## config.mk

```make
export PLATFORM = sky130hd
export DESIGN_NAME = binary_to_bcd_converter
export DESIGN_NICKNAME = d
export VERILOG_FILES = /design/src/rtl/binary_to_bcd_converter.sv
export SDC_FILE = /design/constraint.sdc
export NUM_CORES = 1
export LEC_CHECK = 0
export ABC_AREA = 1
export BUFFER_PORTS_ARGS = -buffer_cell sky130_fd_sc_hd__buf_2
export CAP_MARGIN = 15
export CELL_PAD_IN_SITES_DETAIL_PLACEMENT = 1
export CELL_PAD_IN_SITES_GLOBAL_PLACEMENT = 1
export CORE_MARGIN = 2
export CORE_UTILIZATION = 30
export CTS_CLUSTER_SIZE = 16
export DETAILED_ROUTE_END_ITERATION = 16
export GPL_ROUTABILITY_DRIVEN = 0
export PLACE_DENSITY_LB_ADDON = 0.1
export SLEW_MARGIN = 10
export SYNTH_ARGS = -nofsm -noshare
export SYNTH_HDL_FRONTEND = slang
export SYNTH_SLANG_ARGS = --single-unit
```

## constraint.sdc

```tcl
create_clock -name clk -period 1.2 [get_ports clk]
set_input_delay 0.06 -clock clk [delete_from_list [all_inputs] [get_ports clk]]
set_output_delay 0.06 -clock clk [all_outputs]
set_load 0.05 [all_outputs]
```

## src/rtl/binary_to_bcd_converter.sv

```systemverilog
// Sequential double-dabble binary-to-BCD converter.
// One shift-and-adjust step per clock, valid/ready handshake on input and
// output. A sticky flag records any carry lost off the top digit, which is
// exactly the condition bin >= 10**DIGITS_COUNT.
module binary_to_bcd_converter #(
    parameter int DIGITS_COUNT = 2,
    parameter int BIN_WIDTH    = 7
) (
    input  logic                      clk,
    input  logic                      rst,
    input  logic                      in_valid,
    output logic                      in_ready,
    input  logic [BIN_WIDTH-1:0]      bin,
    output logic                      out_valid,
    input  logic                      out_ready,
    output logic [DIGITS_COUNT*4-1:0] bcd,
    output logic                      overflow
);

    localparam int BCD_W = DIGITS_COUNT * 4;
    localparam int CNT_W = $clog2(BIN_WIDTH + 1);
    localparam logic [CNT_W-1:0] LAST_STEP = CNT_W'(BIN_WIDTH - 1);

    typedef enum logic [1:0] {
        IDLE  = 2'd0,
        SHIFT = 2'd1,
        DONE  = 2'd2
    } state_t;

    // Add 3 to every digit that is 5 or more, so the following doubling
    // carries correctly into the next decimal digit.
    function automatic logic [BCD_W-1:0] dabble_adjust(input logic [BCD_W-1:0] s);
        logic [BCD_W-1:0] r;
        r = s;
        for (int i = 0; i < DIGITS_COUNT; i++) begin
            if (s[i*4+:4] >= 4'd5) begin
                r[i*4+:4] = s[i*4+:4] + 4'd3;
            end else begin
                r[i*4+:4] = s[i*4+:4];
            end
        end
        return r;
    endfunction

    state_t              state_r;
    state_t              state_next_s;
    logic [BIN_WIDTH-1:0] shift_r;
    logic [BCD_W-1:0]    scratch_r;
    logic                ovf_r;
    logic [CNT_W-1:0]    cnt_r;
    logic [BCD_W-1:0]    bcd_r;
    logic                overflow_r;
    logic                in_ready_r;
    logic                out_valid_r;

    logic [BCD_W-1:0]    adjusted_s;
    logic [BCD_W-1:0]    scratch_next_s;
    logic [BIN_WIDTH-1:0] shift_next_s;
    logic                carry_s;
    logic                ovf_next_s;
    logic                last_step_s;

    // One double-dabble step: adjust digits, then shift {scratch, shift} left.
    always_comb begin
        adjusted_s = dabble_adjust(scratch_r);
        {carry_s, scratch_next_s, shift_next_s} = {adjusted_s, shift_r, 1'b0};
        ovf_next_s  = ovf_r | carry_s;
        last_step_s = (cnt_r == LAST_STEP);
    end

    // Next-state logic for IDLE -> SHIFT -> DONE -> IDLE.
    always_comb begin
        state_next_s = state_r;
        case (state_r)
            IDLE: begin
                if (in_valid) begin
                    state_next_s = SHIFT;
                end else begin
                    state_next_s = IDLE;
                end
            end
            SHIFT: begin
                if (last_step_s) begin
                    state_next_s = DONE;
                end else begin
                    state_next_s = SHIFT;
                end
            end
            DONE: begin
                if (out_ready) begin
                    state_next_s = IDLE;
                end else begin
                    state_next_s = DONE;
                end
            end
            default: state_next_s = IDLE;
        endcase
    end

    // State register and registered handshake outputs.
    always_ff @(posedge clk) begin
        if (rst) begin
            state_r     <= IDLE;
            in_ready_r  <= 1'b1;
            out_valid_r <= 1'b0;
        end else begin
            state_r     <= state_next_s;
            in_ready_r  <= (state_next_s == IDLE);
            out_valid_r <= (state_next_s == DONE);
        end
    end

    // Datapath: latch input, run the steps, publish result on entry to DONE.
    always_ff @(posedge clk) begin
        if (rst) begin
            shift_r    <= '0;
            scratch_r  <= '0;
            ovf_r      <= 1'b0;
            cnt_r      <= '0;
            bcd_r      <= '0;
            overflow_r <= 1'b0;
        end else begin
            case (state_r)
                IDLE: begin
                    if (in_valid) begin
                        shift_r   <= bin;
                        scratch_r <= '0;
                        ovf_r     <= 1'b0;
                        cnt_r     <= '0;
                    end
                end
                SHIFT: begin
                    shift_r   <= shift_next_s;
                    scratch_r <= scratch_next_s;
                    ovf_r     <= ovf_next_s;
                    // Counter stops at BIN_WIDTH, which always fits in CNT_W bits.
                    cnt_r     <= cnt_r + CNT_W'(1);
                    if (last_step_s) begin
                        bcd_r      <= scratch_next_s;
                        overflow_r <= ovf_next_s;
                    end
                end
                default: begin
                end
            endcase
        end
    end

    assign in_ready  = in_ready_r;
    assign out_valid = out_valid_r;
    assign bcd       = bcd_r;
    assign overflow  = overflow_r;

endmodule

```

==> results of run 1 <==
==> flip-flops by register name, indices dropped and copies added (netlist names) <==
signal     flops
bcd            8
cnt_r          3
in_ready       1
out_valid      1
overflow       1
ovf_r          1
scratch_r      8
shift_r        7
state_r        2
==> kinds of logic (layout without fill, tap and decap cells) <==
| group | after synthesis | after routing | synth area share |
|---|---|---|---|
| AO/OA/AOI/OAI | 46 | 46 | 0.163 |
| buffers and inverters | 35 | 84 | 0.114 |
| flip-flops | 32 | 32 | 0.408 |
| AND/OR/NAND/NOR | 92 | 92 | 0.266 |
| adder cells (fa/ha/maj) | 6 | 6 | 0.0478 |
==> stage by stage <==
step	utilization	instances	setup TNS, ns
2_1_floorplan	-	211	-0.00117
3_3_place_gp	0.365	313	-1.30
3_5_place_dp	0.365	313	-1.47
4_1_cts	0.406	324	-0.0650
5_1_grt	0.435	330	-1.73
6_report	0.435	330	-0.207
==> layer usage <==
| metal | vias to the layer above | part of all wire | GRT usage |
|---|---|---|---|
| met3 | 6 | 0.031 | 0.0391 |
| met2 | 21 | 0.47 | 0.230 |
| met1 | 691 | 0.49 | 0.198 |
| li1 | 766 | - | - |
| met5 | - | 0 | 0 |
| met4 | 0 | 0.015 | 0.0545 |
==> worst register-to-register path, cell delays in order, from the launching register on <==
cell,delay [ns]
dfxtp_2,0.32
inv_2,0.06
ha_4,0.13
nand2_4,0.06
nor2_4,0.22
clkbuf_16,0.19
nor2_4,0.03
nor2_2,0.09
nand2_1,0.05
inv_1,0.04
==> layout by cell type, fill, tap and decap left out, drive strengths merged <==
master / instances
nand3b: 1
a31oi: 3
ha: 6
or2: 2
buf: 47
nand3: 14
nand2: 56
a21oi: 23
nor2: 18
o21ai: 20
inv: 28
clkinv: 2
dfxtp: 32
clkbuf: 7
nor3: 1
==> cell type report <==
type                       count  area (um^2)
sequential                    32          652
inverter                      29          129
tap                           70         87.6
clock buffer                   6         72.6
fill                         632         2870
multi-input combinational    144          910
timing repair buffer          48          354
clock inverter                 1         5.00
==> where the power goes <==
part / internal [mW] / switching (mW) / leakage [nW]
Sequential: 1.10 / 0.0207 / 0.264
Clock: 0.394 / 0.390 / 0.0410
Combinational: 0.112 / 0.166 / 0.669
==> worst min-delay path by stage <==
stage                start         end  slack, ns  depth (start not counted)
floorplan              rst  state_r[1]       0.14                          1
global placement    bin[1]  shift_r[1]       0.33                          3
detailed placement  bin[1]  shift_r[1]       0.34                          3
CTS                 bin[1]  shift_r[1]       0.03                          3
global route        bin[1]  shift_r[1]       0.04                          3
finish              bin[1]  shift_r[1]       0.04                          3
==> repair_timing <==
action,4_1_cts,5_1_grt
pin swaps,14,17
setup endpoints to repair,18,22
gates resized for setup,34,30
cloned,0,1
setup buffers,4,5
hold buffers,0,0
==> metrics, run 1 <==
DRT iter0 DRCs 31; first-pass iteration count of the detailed router 4; drt wl/cell 12.7 um; total gr overflow 0; number of cells on the worst reg-to-reg path 9; Mapped Area 1570 um^2; Tot GR Track Use 0.148; number of enable flip-flop cells after synthesis 0; most used cell, CP nor2_4; DPL Wire Length 2810 um; largest net degree at the start of global routing 19; worst setup margin -0.0337 ns; critical path's slowest cell dfxtp_2; Most used DFF post-synth dfxtp_1; nature of the critical path endpoint flip-flop; I/O pin count 22; antenna violations before repair 0; Post-DP Area 1850 um^2; RSZ-0062 raised after global routing true; Critical Path Fanout Max 5; Setup-failing EPs final 12; most instantiated cells after synthesis 47 x nand2_1, 32 x dfxtp_1, 24 x inv_1; critical path cell sequence inv_2 > ha_4 > nand2_4 > nor2_4 > clkbuf_16 > nor2_4 > nor2_2 > nand2_1 > inv_1; power consumption about 2.2 mW; crit-path max cell delay 0.32 ns; synth warn 0; Final Skew 0.00847 ns; FF-to-FF Start cnt_r[0]; DRT antenna net count 0; synthesis-to-finish area growth 40.8%; pre-CTS WS -0.160 ns; vias in the first global route 1,498; CTS Buf Count 5; Critical Path AT between 1 and 1.5 ns; H-tree depth 2; die span in y between 70 and 80 um; CTS clk-pin slew, worst paths 0.07 ns; post-layout minimum cycle time 1.23 ns; register bit total from synthesis 32; syn nets between 200 and 250; Reg2Reg Setup Slack -0.03 ns; row count 26; Starting Density 0.309; Critical Path RT 1.43 ns; max-cap viol count 0; most common cell in the synthesized netlist nand2_1; PortBufs 21; layout net count about 280; CP Buf/Inv Count 3; DRT Wirelength 4190 um; PwrDens 987 nW/um^2; global-route wire length before repair 6970 um; Leak 0.973 nW; final max-slew violation count 0; max-slew headroom at the worst pin 0.828; post-synth cell types 24; Clock Latency Late Sink about 0.28 ns; largest area contributor in the netlist dfxtp_1; via count 1,484; CP top delay family simple AND/OR/NAND/NOR gates; status finished, violations left; Fmax achieved 811 MHz; CP Capture Point bcd[2]; CTS tree yes; CTS Root Cell clkbuf_8; Mapped Cells 211; worst min-delay path category in -> reg; failing checks negative setup slack; core area 5070 um^2; vias per inst roughly 4.5; sequential area share after synthesis 0.408; Synth area leaders dfxtp_1 41%, nand2_1 11%, o21ai_0 5.7%; Final Hold Viols 0; share of cells above drive strength 1 0.454; Design Area, Final 2210 um^2; CP startpoint cnt_r[0]; Mean Syn Cell Area 7.44 um^2; critical path class reg -> reg; Least-Margin Pin Slew 0.258 ns; instance count on the critical path 9; ANT cells 0; maximum VDD drop 0.399 mV; Yosys top cell area share 0.408; Critical R2R Capture bcd[2]; clock sinks 32; ys async rst share 0; DIE AREA 5820 um^2; Worst setup SP type flip-flop; Fin Hold WS between 0.03 and 0.04 ns; period utilisation layout 1.03; Die Span X 76.3 um; # DRC 0; clock tree buffer depth 2
No activity file was read; power rests on OpenSTA's default activity.
==> run 2: changes to the inputs <==
--- a/config.mk
+++ b/config.mk
@@ -12,6 +12,7 @@
 export CELL_PAD_IN_SITES_GLOBAL_PLACEMENT = 1
 export CORE_MARGIN = 2
 export CORE_UTILIZATION = 30
+export CTS_BUF_LIST = sky130_fd_sc_hd__clkbuf_8
 export CTS_CLUSTER_SIZE = 16
 export DETAILED_ROUTE_END_ITERATION = 16
 export GPL_ROUTABILITY_DRIVEN = 0
==> metrics, run 2 (synthesis results as in run 1) <==
status finished, violations left; failing checks negative setup slack; Fmax achieved 810 MHz; I/O pin count 22; max-cap viol count 0; Non-Filler Instances 330; first-pass iteration count of the detailed router 4; Final Hold Viols 0; DRT Wirelength 4200 um; critical path cell sequence inv_2 > ha_4 > nand2_4 > nor2_4 > clkbuf_16 > nor2_4 > nor2_2 > nand2_1 > inv_1; Critical Path AT 1.47 ns; die span in y 76.3 um; Tot GR Track Use 0.148; Hold Path Depth 3; Hold Startpoint bin[1]; core area approximately 5100 um^2; row count 26; CTS Buf Count 5; Least-Margin Pin Slew 0.260 ns; Design Area, Final ~2200 um^2; Hold EP shift_r[1]; Final Skew 0.00847 ns; # DRC 0; Setup-failing EPs final 12; period utilisation layout 1.03; CTS tree yes; Post-DP Area about 1900 um^2; crit-path max cell delay 0.32 ns; RSZ-0062 raised after global routing true; pre-CTS WS -0.160 ns; FF+latch area 652 um^2; Critical R2R Capture bcd[2]; maximum VDD drop 0.400 mV; CTS clk-pin slew, worst paths about 0.070 ns; total gr overflow 0; clock tree buffer depth 2; placed cells 313; critical path's slowest cell dfxtp_2; clock sinks 32; most used cell, CP nor2_4; Leak 0.978 nW; DRT iter0 DRCs 31; post-layout minimum cycle time between 1 and 1.5 ns; vias per inst 4.49; ANT cells 0; Die Span X roughly 76 um; final max-slew violation count 0; Clock Latency Late Sink 0.28 ns; synthesis-to-finish area growth 40.8%; PortBufs 21; global-route wire length before repair 6970 um; Post-CTS Hold Buffers 0; Fin Hold WS 0.0387 ns; nature of the critical path endpoint flip-flop; most common cell after layout, fill and taps aside nand2_1; DIE AREA just under 6000 um^2; worst min-delay path category in -> reg; antenna violations before repair 0; CTS Root Cell clkbuf_8; Worst setup SP type flip-flop; DPL Wire Length 2810 um; number of cells on the worst reg-to-reg path 9; Reg2Reg Setup Slack -0.03 ns; Starting Density 0.309; Layout fillers 632; power consumption 2.17 mW; most frequent cells in the layout 39 x nand2_1, 25 x dfxtp_1, 23 x buf_4, 21 x buf_2, 18 x inv_1; max-slew headroom at the worst pin 0.827; H-tree depth 2; layout net count around 280; via count 1,481; PwrDens 984 nW/um^2; critical path class reg -> reg; Critical Path Fanout Max 5; share of cells above drive strength 1 0.454; FF-to-FF Start cnt_r[0]; DRT antenna net count 0; multi-input gate area in the final layout 910 um^2; Critical Path RT 1.43 ns; worst setup margin -0.0346 ns; drt wl/cell 12.7 um; largest net degree at the start of global routing 19; vias in the first global route 1,498
-- run 2: cell types whose count changed in the layout (fill, tap and decap cells not counted), sizes merged --
cell / change
inv: +1
clkbuf: -1
-- run 2: layer usage --
layer / up-vias / GRT usage / part of all wire
met5: - / 0 / 0
met4: 0 / 0.0545 / 0.015
met3: 6 / 0.0391 / 0.031
met2: 21 / 0.230 / 0.47
met1: 688 / 0.198 / 0.48
li1: 766 / - / -
-- run 2: worst max-delay path: cells and delay by family, from the launching register on --
| kind | cells | cell delay (ns) |
|---|---|---|
| adder cells (fa/ha/maj) | 1 | 0.13 |
| AND/OR/NAND/NOR | 5 | 0.45 |
| flip-flops | 1 | 0.32 |
| buffers and inverters | 3 | 0.29 |
-- run 2: final cells by class --
class | count | share of cell area
clock buffer | 5 | 0.0311
sequential | 32 | 0.295
multi-input combinational | 144 | 0.412
inverter | 29 | 0.0583
tap | 70 | 0.0396
timing repair buffer | 48 | 0.160
clock inverter | 2 | 0.00396
-- run 2: per-stage QoR --
stage,TNS [ns],utilization
finish,-0.225,0.435
floorplan,-0.00117,-
CTS,-0.0650,0.406
detailed placement,-1.47,0.365
global placement,-1.30,0.365
global route,-1.73,0.435
-- run 2: what timing repair did --
item | 4_1_cts | 5_1_grt
gates cloned | 0 | 1
setup endpoints to repair | 18 | 22
resized for setup | 34 | 30
buffers inserted | 4 | 5
pin swaps | 14 | 17
-- run 2: how the worst max path moves through the flow --
stage,start,endpoint,slack (ns),depth (start not counted)
4_1_cts,scratch_r[1],scratch_r[1],-0.02,8
5_1_grt,scratch_r[4],overflow,-0.13,8
6_report,cnt_r[0],bcd[2],-0.03,9
2_1_floorplan,scratch_r[4],bcd[5],-0.001,10
3_3_place_gp,scratch_r[1],scratch_r[1],-0.17,8
3_5_place_dp,scratch_r[1],scratch_r[2],-0.16,8
-- run 2: where the power goes --
part / total, mW / internal [mW] / leakage, nW / switching [mW]
Sequential: 1.12 / 1.10 / 0.264 / 0.0207
Clock: 0.777 / 0.386 / 0.0452 / 0.391
Combinational: 0.278 / 0.112 / 0.669 / 0.166
Total: 2.17 / 1.60 / 0.978 / 0.578
==> run 3: changes to the inputs <==
--- a/config.mk
+++ b/config.mk
@@ -8,15 +8,12 @@
 export ABC_AREA = 1
 export BUFFER_PORTS_ARGS = -buffer_cell sky130_fd_sc_hd__buf_2
 export CAP_MARGIN = 15
-export CELL_PAD_IN_SITES_DETAIL_PLACEMENT = 1
-export CELL_PAD_IN_SITES_GLOBAL_PLACEMENT = 1
 export CORE_MARGIN = 2
 export CORE_UTILIZATION = 30
 export CTS_BUF_LIST = sky130_fd_sc_hd__clkbuf_8
 export CTS_CLUSTER_SIZE = 16
 export DETAILED_ROUTE_END_ITERATION = 16
 export GPL_ROUTABILITY_DRIVEN = 0
-export PLACE_DENSITY_LB_ADDON = 0.1
 export SLEW_MARGIN = 10
 export SYNTH_ARGS = -nofsm -noshare
 export SYNTH_HDL_FRONTEND = slang
==> metrics, run 3 (synthesis results as in run 1) <==
status finished, violations left; failing checks negative setup slack; vias per inst 4.47; Design Area, Final 2140 um^2; synthesis-to-finish area growth 36.4%; part of the power in registers 0.520; first-pass iteration count of the detailed router 4; Critical Path Fanout Max 3; Die Span X 76.3 um; period utilisation layout 1.03; Hold Startpoint bin[6]; Fmax achieved 812 MHz; final max-slew violation count 0; crit-path max cell delay approximately 0.33 ns; Reg2Reg Setup Slack -0.03 ns; Least-Margin Pin Slew 0.265 ns; layout net count 270; I/O pin count 22; Clock Latency Late Sink 0.29 ns; DRT antenna net count 0; most frequent cells in the layout 38 x nand2_1, 25 x dfxtp_1, 21 x buf_2, 18 x inv_1, 17 x buf_4; drt wl/cell 11.7 um; FF+latch area 654 um^2; multi-input gate area in the final layout about 890 um^2; clock sinks 32; total gr overflow 0; Post-DP Area roughly 1800 um^2; max-slew headroom at the worst pin 0.822; CTS Buf Count 5; power consumption 2.15 mW; # DRC 0; sw frac 0.265; post-layout minimum cycle time about 1.2 ns; CTS clk-pin slew, worst paths 0.06 ns; Layout fillers 521; total negative slack -0.0708 ns; ANT cells 0; max-cap viol count 0; CP Buf/Inv Count 2; vias in the first global route 1,307; PortBufs 21; row count 26; Combinational Power Share 0.121; Internal Power 1.58 mW; Critical Path AT 1.45 ns; FF-to-FF Start scratch_r[5]; global-route wire length before repair slightly below 6000 um; most common cell after layout, fill and taps aside nand2_1; Tot GR Track Use 0.126; largest net degree at the start of global routing 19; nature of the critical path endpoint flip-flop; CP startpoint scratch_r[5]; clock tree buffer depth 2; via count 1,444; worst min-delay path category in -> reg; most used cell, CP inv_4; antenna violations before repair 0; DPL Wire Length 2290 um; critical path's slowest cell dfxtp_2; DRT Wirelength 3790 um; Final Hold Viols 0; share of cells above drive strength 1 0.427; DIE AREA a little under 6000 um^2; PwrDens 1000 nW/um^2; die span in y 76.3 um; Setup-failing EPs final 4; Starting Density 0.309; Switch Pwr ~0.57 mW; H-tree depth 2; maximum VDD drop around 0.31 mV; critical path class reg -> reg; Critical Path RT approximately 1.4 ns; Worst setup SP type flip-flop; CP top delay family flip-flops; critical path cell sequence inv_4 > ha_4 > inv_4 > o21ai_4 > nand2_2 > nand2_4 > nand3_2 > a21oi_2; Final Skew 0.00665 ns; core area 5070 um^2; CTS tree yes; CTS Root Cell clkbuf_8; worst setup margin -0.0322 ns; RSZ-0062 raised after global routing true; clock power share 0.360; Leak 0.940 nW; DRT iter0 DRCs between 40 and 50
[run 3: power groups by stage]
stage	Combinational, mW	Clock, mW	Sequential [mW]
after floorplan	0.163	0	1.15
after global placement	0.235	0	1.14
after detailed placement	0.235	0	1.14
after CTS	0.242	0.811	1.12
after global routing	0.288	0.841	1.12
final	0.259	0.773	1.12
[run 3: path summary, 6_finish.rpt]
kind                            cells past startpoint      endpoint
worst min register to register                      2    shift_r[4]
worst min-delay path                                3    shift_r[6]
worst max register to register                      8  scratch_r[5]
worst max-delay path                                8  scratch_r[5]
[run 3: cell type report]
class	count	area share
well taps	70	0.0409
clock buffers	5	0.0322
repair buffers	41	0.139
inverters	29	0.0614
multi-input cells	144	0.416
clock inverters	2	0.00409
flip-flops and latches	32	0.306
[run 3: worst reg2reg max path, delay by kind of cell, from the launching register on]
family | cells | cell delay (ns)
adder cells (fa/ha/maj) | 1 | 0.15
flip-flops | 1 | 0.33
buffers and inverters | 2 | 0.13
AND/OR/NAND/NOR | 3 | 0.28
AO/OA/AOI/OAI | 2 | 0.27
[run 3: routing by layer]
metal / track usage / vias up / part of all wire
li1: - / 757 / -
met1: 0.145 / 654 / 0.44
met2: 0.206 / 25 / 0.50
met3: 0.0509 / 8 / 0.038
met4: 0.0545 / 0 / 0.017
met5: 0 / - / 0
[run 3: per-stage QoR]
step	worst slack (ns)	util	hold slack [ns]	std cells
2_1_floorplan	-0.00117	-	0.141	211
3_3_place_gp	-0.162	0.362	0.337	311
3_5_place_dp	-0.156	0.362	0.342	311
4_1_cts	-0.0424	0.391	0.0307	320
5_1_grt	-0.0715	0.422	0.0355	323
6_report	-0.0322	0.422	0.0396	323
[run 3: repair_timing]
item	4_1_cts	5_1_grt
gates resized for setup	22	39
setup buffers	2	2
gates cloned	0	1
setup endpoints to repair	16	21
pin swaps	10	17
hold buffers	0	0
hold endpoints to repair	0	0
